--- src/rtl/transducer_fire_sequencer.sv ---
// Upstream sequencer for a bank of transducer output stages: holds the
// per-channel phase delays, shared charge time and mask, drives the
// reset/mark/go handshake, repeats shots at a programmed interval and
// aborts on channel warning, timeout or external abort.
//
// state | meaning
// IDLE  | waiting for trigger, config writable
// CRST  | one-cycle channel reset
// MARK  | two cycles of onYourMark, channels latch delay/charge
// FIRE  | one cycle of onYourMark+gogogo, timeout counter loaded
// WAIT  | waiting for all channels to report fireComplete
// GAP   | inter-shot interval (interval+1 cycles)
// FAULT | one-cycle channel reset after an error, then IDLE
module transducer_fire_sequencer #(
   parameter int NCH = 8
) (
   input  logic              clk,
   input  logic              rst,
   input  logic              cfgWe,
   input  logic [4:0]        cfgAddr,
   input  logic [15:0]       cfgData,
   input  logic              trigger,
   input  logic              abort,
   input  logic [NCH-1:0]    chanFireComplete,
   input  logic [NCH-1:0]    chanWarning,
   output logic              chanRst,
   output logic              onYourMark,
   output logic              gogogo,
   output logic [8:0]        chargeTime,
   output logic [NCH*16-1:0] phaseDelay,
   output logic [NCH-1:0]    mask,
   output logic              busy,
   output logic              done,
   output logic              fault,
   output logic [1:0]        faultCode,
   output logic [15:0]       shotCount
);

   localparam logic [2:0] S_IDLE  = 3'd0;
   localparam logic [2:0] S_CRST  = 3'd1;
   localparam logic [2:0] S_MARK  = 3'd2;
   localparam logic [2:0] S_FIRE  = 3'd3;
   localparam logic [2:0] S_WAIT  = 3'd4;
   localparam logic [2:0] S_GAP   = 3'd5;
   localparam logic [2:0] S_FAULT = 3'd6;

   localparam logic [1:0] FC_WARN    = 2'd1;
   localparam logic [1:0] FC_TIMEOUT = 2'd2;
   localparam logic [1:0] FC_ABORT   = 2'd3;

   logic [2:0]         state_q, state_d;
   logic [15:0]        cnt_q, cnt_d;
   logic [15:0]        shot_count_q, shot_count_d;
   logic               fault_q, fault_d;
   logic [1:0]         fault_code_q, fault_code_d;
   logic               done_q, done_d;
   logic               chan_rst_q, chan_rst_d;
   logic               mark_q, mark_d;
   logic               go_q, go_d;
   logic               busy_q, busy_d;

   logic [15:0]        pulse_count_q, pulse_count_d;
   logic [15:0]        interval_q, interval_d;
   logic [15:0]        timeout_q, timeout_d;
   logic [8:0]         charge_time_q, charge_time_d;
   logic [NCH-1:0]     mask_q, mask_d;
   logic [NCH*16-1:0]  phase_delay_q, phase_delay_d;

   logic               all_done;
   logic               any_warn;
   logic               run_state;
   logic [15:0]        shot_inc;

   assign all_done  = &chanFireComplete;
   assign any_warn  = |chanWarning;
   assign run_state = (state_q != S_IDLE) && (state_q != S_FAULT);
   assign shot_inc  = (shot_count_q == 16'hFFFF) ? shot_count_q : 16'(shot_count_q + 16'd1);

   // Config register file; writes only land while idle.
   always_comb begin
      pulse_count_d = pulse_count_q;
      interval_d    = interval_q;
      timeout_d     = timeout_q;
      charge_time_d = charge_time_q;
      mask_d        = mask_q;
      phase_delay_d = phase_delay_q;
      if (cfgWe && (state_q == S_IDLE)) begin
         if (!cfgAddr[4]) begin
            for (int i = 0; i < NCH; i++) begin
               if (cfgAddr[3:0] == 4'(i)) phase_delay_d[i*16 +: 16] = cfgData;
            end
         end else begin
            case (cfgAddr)
               5'h10:   charge_time_d = cfgData[8:0];
               5'h11:   mask_d        = cfgData[NCH-1:0];
               5'h12:   pulse_count_d = cfgData;
               5'h13:   interval_d    = cfgData;
               5'h14:   timeout_d     = cfgData;
               default: ;
            endcase
         end
      end
   end

   // Sequencer next state; cnt is shared by MARK length, timeout and gap.
   always_comb begin
      state_d      = state_q;
      cnt_d        = cnt_q;
      shot_count_d = shot_count_q;
      fault_d      = fault_q;
      fault_code_d = fault_code_q;
      done_d       = 1'b0;
      case (state_q)
         S_IDLE: begin
            if (trigger && (pulse_count_q != 16'd0)) begin
               state_d      = S_CRST;
               fault_d      = 1'b0;
               fault_code_d = 2'd0;
               shot_count_d = 16'd0;
            end
         end
         S_CRST: begin
            state_d = S_MARK;
            cnt_d   = 16'd1;
         end
         S_MARK: begin
            if (cnt_q == 16'd0) state_d = S_FIRE;
            else                cnt_d   = 16'(cnt_q - 16'd1);
         end
         S_FIRE: begin
            state_d = S_WAIT;
            cnt_d   = timeout_q;
         end
         S_WAIT: begin
            if (all_done) begin
               shot_count_d = shot_inc;
               if (shot_inc == pulse_count_q) begin
                  state_d = S_IDLE;
                  done_d  = 1'b1;
               end else begin
                  state_d = S_GAP;
                  cnt_d   = interval_q;
               end
            end else if ((timeout_q != 16'd0) && (cnt_q == 16'd1)) begin
               state_d      = S_FAULT;
               fault_code_d = FC_TIMEOUT;
            end else if (cnt_q != 16'd0) begin
               cnt_d = 16'(cnt_q - 16'd1);
            end
         end
         S_GAP: begin
            if (cnt_q == 16'd0) state_d = S_CRST;
            else                cnt_d   = 16'(cnt_q - 16'd1);
         end
         S_FAULT: state_d = S_IDLE;
         default: state_d = S_IDLE;
      endcase

      // Abort beats warning, and both beat completion or timeout.
      if (run_state && (abort || any_warn)) begin
         state_d      = S_FAULT;
         shot_count_d = shot_count_q;
         done_d       = 1'b0;
         fault_code_d = abort ? FC_ABORT : FC_WARN;
      end
      if (state_d == S_FAULT) fault_d = 1'b1;
   end

   // Bank handshake outputs are decoded from the next state so they are registered.
   always_comb begin
      chan_rst_d = (state_d == S_CRST) || (state_d == S_FAULT);
      mark_d     = (state_d == S_MARK) || (state_d == S_FIRE);
      go_d       = (state_d == S_FIRE);
      busy_d     = (state_d != S_IDLE);
   end

   // State, counters, outputs and config registers.
   always_ff @(posedge clk) begin
      if (rst) begin
         state_q       <= S_IDLE;
         cnt_q         <= '0;
         shot_count_q  <= '0;
         fault_q       <= 1'b0;
         fault_code_q  <= '0;
         done_q        <= 1'b0;
         chan_rst_q    <= 1'b1;
         mark_q        <= 1'b0;
         go_q          <= 1'b0;
         busy_q        <= 1'b0;
         pulse_count_q <= '0;
         interval_q    <= '0;
         timeout_q     <= '0;
         charge_time_q <= '0;
         mask_q        <= '0;
         phase_delay_q <= '0;
      end else begin
         state_q       <= state_d;
         cnt_q         <= cnt_d;
         shot_count_q  <= shot_count_d;
         fault_q       <= fault_d;
         fault_code_q  <= fault_code_d;
         done_q        <= done_d;
         chan_rst_q    <= chan_rst_d;
         mark_q        <= mark_d;
         go_q          <= go_d;
         busy_q        <= busy_d;
         pulse_count_q <= pulse_count_d;
         interval_q    <= interval_d;
         timeout_q     <= timeout_d;
         charge_time_q <= charge_time_d;
         mask_q        <= mask_d;
         phase_delay_q <= phase_delay_d;
      end
   end

   assign chanRst    = chan_rst_q;
   assign onYourMark = mark_q;
   assign gogogo     = go_q;
   assign chargeTime = charge_time_q;
   assign phaseDelay = phase_delay_q;
   assign mask       = mask_q;
   assign busy       = busy_q;
   assign done       = done_q;
   assign fault      = fault_q;
   assign faultCode  = fault_code_q;
   assign shotCount  = shot_count_q;

endmodule

--- config.mk ---
export PLATFORM = sky130hd
export DESIGN_NAME = transducer_fire_sequencer
export DESIGN_NICKNAME = d
export VERILOG_FILES = /design/src/rtl/transducer_fire_sequencer.sv
export SDC_FILE = /design/constraint.sdc
export NUM_CORES = 1
export LEC_CHECK = 0
export BUFFER_PORTS_ARGS = -buffer_cell sky130_fd_sc_hd__buf_2
export CAP_MARGIN = 20
export CORE_MARGIN = 1
export CORE_UTILIZATION = 60
export CTS_BUF_LIST = sky130_fd_sc_hd__clkbuf_2
export CTS_CLUSTER_SIZE = 25
export DETAILED_ROUTE_END_ITERATION = 8
export PLACE_DENSITY = 0.86
export SETUP_SLACK_MARGIN = 0.1
export SLEW_MARGIN = 15
export SYNTH_ARGS = -nofsm -noshare
export SYNTH_HDL_FRONTEND = slang
export SYNTH_SLANG_ARGS = --single-unit
--- constraint.sdc ---
create_clock -name clk -period 5.86 [get_ports clk]
set_input_delay 0.879 -clock clk [delete_from_list [all_inputs] [get_ports clk]]
set_output_delay 0.879 -clock clk [all_outputs]
set_load 0.01 [all_outputs]
* After elaboration in Yosys (flattened, before gate mapping)
Index checks and enable logic that the tools add are counted.
** Storage, ports and cells
- Register bits :: 236
- Input port bits :: 42
- Logic and storage cells :: 133
** Operators by class
- Add/subtract/negate cells :: 2
- Equal/unequal tests :: 34
- Mux-type cells :: 28
- Bitwise gates (word level) :: 4
- Reduce and logical (&&, ||, !) cells :: 42
** Operators by type and width (number)
- $mux 16 :: 8
- $pmux 16 s4 :: 1
- $reduce_bool 16->1 :: 3
- $reduce_and 3->1 :: 13
- $pmux 16 s2 :: 1
- $eq 5x5->1 const B :: 5
- $mux 3 :: 7
- $ne 3x3->1 const B :: 6
- $pmux 3 s6 :: 1
- $add 16x1->16 const B :: 1
- $eq 16x1->1 const B :: 1
- $eq 16x16->1 :: 1
- $eq 16x16->1 const B :: 1
- $eq 4x3->1 const B :: 4
- $logic_not 16->1 :: 1
- $sub 16x1->16 const B :: 1
- $eq 3x2->1 const B :: 4
- $mux 2 :: 5
- $eq 3x3->1 const B :: 3
- $reduce_bool 3->1 :: 3
- $eq 4x2->1 const B :: 2
- $reduce_and 4->1 :: 2
- $reduce_and 8->1 :: 1
- $reduce_or 8->1 :: 1
- 18 further kinds :: 34

* Longest topological paths before layout
- Depth after elaboration :: 10
- Mapped depth :: 13
- Depth with buffers taken out :: 9

* Least setup slack after synthesis
No wires, ideal clock.
- Kind :: register to register
- From :: reg shot_count_q[0] (netlist: shotCount[0])
- To :: reg cnt_q[5]
- Library setup time :: 0.084 ns
- Arrival time :: 2.950 ns
- Required time :: 5.776 ns
- Path slack :: 2.826 ns
- Stages on the path, launching flop included :: 13
- Period minus slack after synthesis :: 3.034 ns
- Cells stage by stage :: dfxtp_1 > ha_1 > nand3_1 > or4_1 > a221oi_1 > nor4_1 > and4_4 > and4_1 > buf_6 > or2_1 > buf_6 > buf_8 > o31ai_4
** On the way
- Cells in the longest elaborated chain, start to end :: 5
- Elaborated cells on any way between the ends :: 6
- Classes of those cells :: add/sub: 1; eq/ne: 3; mux: 1; reduce/logical: 1
** RTL lines
- from (decl) :: RTL line 53 : logic [15:0] shot_count_q, shot_count_d;
- from (signal assigned) :: RTL line 199 : shot_count_q <= shot_count_d;
- $add 16x1->16 or $eq 16x16->1 (tied branches) :: RTL line 77 : assign shot_inc = (shot_count_q == 16'hFFFF) ? shot_count_q : 16'(shot_count_q + 16'd1);
- $mux 16 (*) :: RTL line 77
- $eq 16x16->1 (*) :: RTL line 137 : if (shot_inc == pulse_count_q) begin
- $ne 3x3->1 (no line) (*)
- $reduce_and 5->1 (no line) (*)
- to (signal assigned) :: RTL line 198 : cnt_q <= cnt_d;
- to (decl) :: RTL line 52 : logic [15:0] cnt_q, cnt_d;
Every way passes the cells marked *; elsewhere a longest branch is shown, timed or not.
A chain may end at the register's enable or synchronous reset.

* Final worst setup path
- From :: reg shot_count_q[0] (netlist: shotCount[0])
- To :: reg cnt_q[12]
Same word-level chain as after synthesis.

==> impl_metrics.yaml <==
sta:
  maxSlewHeadroom: 0.280
  final_hold_viol_count: 0
  min_period_over_period: 0.750
  max_freq_mhz: 228
  period_needed_ns: 4.39
  setup_violations: 0
  clock-skew-final_ns: 0.0591
  fin_setup_tns_ns: 0
  whs_ns: 0.395
  setup_slack_ns: 1.47
  finalMaxSlewViolations: 0
  tightest_slew_ns: 1.08
  rsz0062_at_grt: "false"
cts:
  clock_path_buffers: 3
  cts_setup_buffers: 0
  cts_tree: "yes"
  cts_resized: 0
  numCtsBuffers: 56
  insertion_delay_ns: 0.85
  clk_pin_slew_worst_paths_ns: 0.11
  root_buffer: "clkbuf_2"
  cts_hold_buf: 0
  htree_levels: 2
  cts_sinks: 236
floorplan:
  rows: 47
  die_height_um: 133
  start_util: 0.618
  num_io_pins: 211
  coreArea_um2: 16700
  dieArea_um2: 17700
  fp.dieW_um: 133
worst_setup_path:
  rr_worst_depth: 9
  r2r_start: "shotCount[0]"
  crit_type: "flip-flop to flip-flop"
  worstPathRequired_ns: 6.61
  startpoint_type: "flip-flop"
  r2r_slack_ns: 1.47
  crit_path_end_kind: "flip-flop"
  cp_max_fo: 16
  reg2reg_to: "cnt_q[12]"
  worstPathArrival_ns: 5.15
finish:
  final_common_cell: "nand2_1"
  finish.utilization: 0.709
  final_cell_area_um2: 11800
  nets: 1480
  diodes: 0
  layout-drive-gt1-share: 0.227
  finalNonFillerCells: 1699
  synthToLayoutAreaGrowth_pct: 14.8
  most-common-layout-cells: "nand2_1, dfxtp_1, buf_2, a21oi_1, nor2_1"
synth:
  ys_types: 73
  yosys.area.top_type: "dfxtp_1"
  syn-num-nets: 1299
  synth_area_leaders: "dfxtp_1, nand2_1, mux2i_1"
  synth_cells: 1253
  yosys_most_used_dff: "dfxtp_1"
  yosysSeqAreaShare: 0.458
  async_flop_share: 0
  synth_top_cell_area_share: 0.458
  synth_edf_count: 0
  synth-seq-cells: 236
  yosys_warnings: 0
  syn_avg_cell_area_um2: 8.23
  syn_area_um2: 10300
route:
  drtIter0Drc: 881
  drc: 0
  via_per_inst: 5.95
  first_pass_iters: 6
  detail_route.wl_per_cell_um: 18.5
  drt_wl_total_um: 31400
  vias: 10100
  drtAntennaViolNets: 0
pwr:
  p_total_mw: 3.76
  power.density_nw_per_um2: 318
  vdd_drop_max_mv: 0.234
  p_leak_nw: 5.32
grt:
  grt.total_usage: 0.345
  grt_pass1_vias: 9244
  grt_overflow: 0
  grt_start_max_net_pins: 124
  grt_pass1_wl_um: 48800
  grt_antenna_before_repair: 0
run:
  maxCapViolations: 0
placement:
  post-dp-hpwl_um: 20700
  place_ws_ns: 1.57
  place_area_um2: 11300
  port_buffers: 210
  routabilityCongestion: 0.906
  dp_cells: 1594
hold_path:
  hp-start: "cfgData[15]"
  worst_hold_path.endpoint: "phaseDelay[95]"
  whs_path_depth: 3
  min_path_type: "input port to flip-flop"
status:
  outcome: "finished clean"
-- metal layers --
metal | GRT usage | up-vias | wire, um
met5 | 0 | - | 0
met4 | 0.110 | 0 | 677
met3 | 0.0951 | 58 | 3010
met2 | 0.572 | 476 | 14800
met1 | 0.434 | 4812 | 12900
li1 | - | 4758 | -
-- sequential cells by signal, summed over array words and instances (netlist names) --
name / flops
chargeTime: 9
phaseDelay: 128
onYourMark: 1
shotCount: 16
busy: 1
fault: 1
cnt_q: 16
interval_q: 16
faultCode: 2
done: 1
chanRst: 1
gogogo: 1
state_q: 3
pulse_count_q: 16
timeout_q: 16
mask: 8
-- worst max-delay path by stage --
stage                            to  slack, ns    startpoint  cells after the start
final                     cnt_q[12]       1.47  shotCount[0]                      9
after global routing      cnt_q[12]       1.26  shotCount[0]                      9
after CTS                 cnt_q[12]       1.57  shotCount[0]                      9
after detailed placement  cnt_q[12]       1.57  shotCount[0]                      9
after global placement    cnt_q[12]       1.72  shotCount[0]                      9
after floorplan            cnt_q[5]       2.83  shotCount[0]                     12
-- cell usage after synthesis, types with 11 or more instances --
library cell	number
nor2_1	127
a21oi_1	157
nand4_1	11
o211ai_1	11
mux2i_1	84
xnor2_1	12
nor4_1	19
clkbuf_1	81
a222oi_1	14
nand2_1	273
xor2_1	12
o21ai_0	16
inv_1	11
nand3_1	23
nor3_1	25
dfxtp_1	236
-- critical path, cell delays in order, from the launching register on --
cell,delay (ns)
dfxtp_1,0.45
ha_1,0.30
nand3_1,0.29
nor3_2,0.53
a21oi_1,0.22
xnor2_1,0.18
a2111oi_0,0.52
and4_1,0.67
or2_1,0.73
mux2_2,0.41
-- kinds of logic after synthesis --
logic type               count (synthesis)  synth area share
AO/OA/AOI/OAI                          258             0.158
multiplexers                            85            0.0826
XOR/XNOR                                24            0.0204
buffers and inverters                  108            0.0432
AND/OR/NAND/NOR                        538             0.233
flip-flops                             236             0.458
adder cells (fa/ha/maj)                  4           0.00485
-- cell type report --
| cell class | instances | area, um^2 |
|---|---|---|
| multi-input combinational | 909 | 5150 |
| timing repair buffer | 219 | 1130 |
| inverter | 12 | 45.0 |
| sequential | 236 | 4720 |
| fill | 1339 | 4860 |
| clock inverter | 17 | 76.3 |
| clock buffer | 86 | 430 |
| tap | 220 | 275 |
-- report_power, final --
part	total [mW]	switching (mW)	leakage [nW]	internal, mW
combinational	0.980	0.625	3.02	0.355
clock	1.06	0.664	0.397	0.396
sequential	1.72	0.0631	1.90	1.66
No activity file was read; power rests on OpenSTA's default activity.
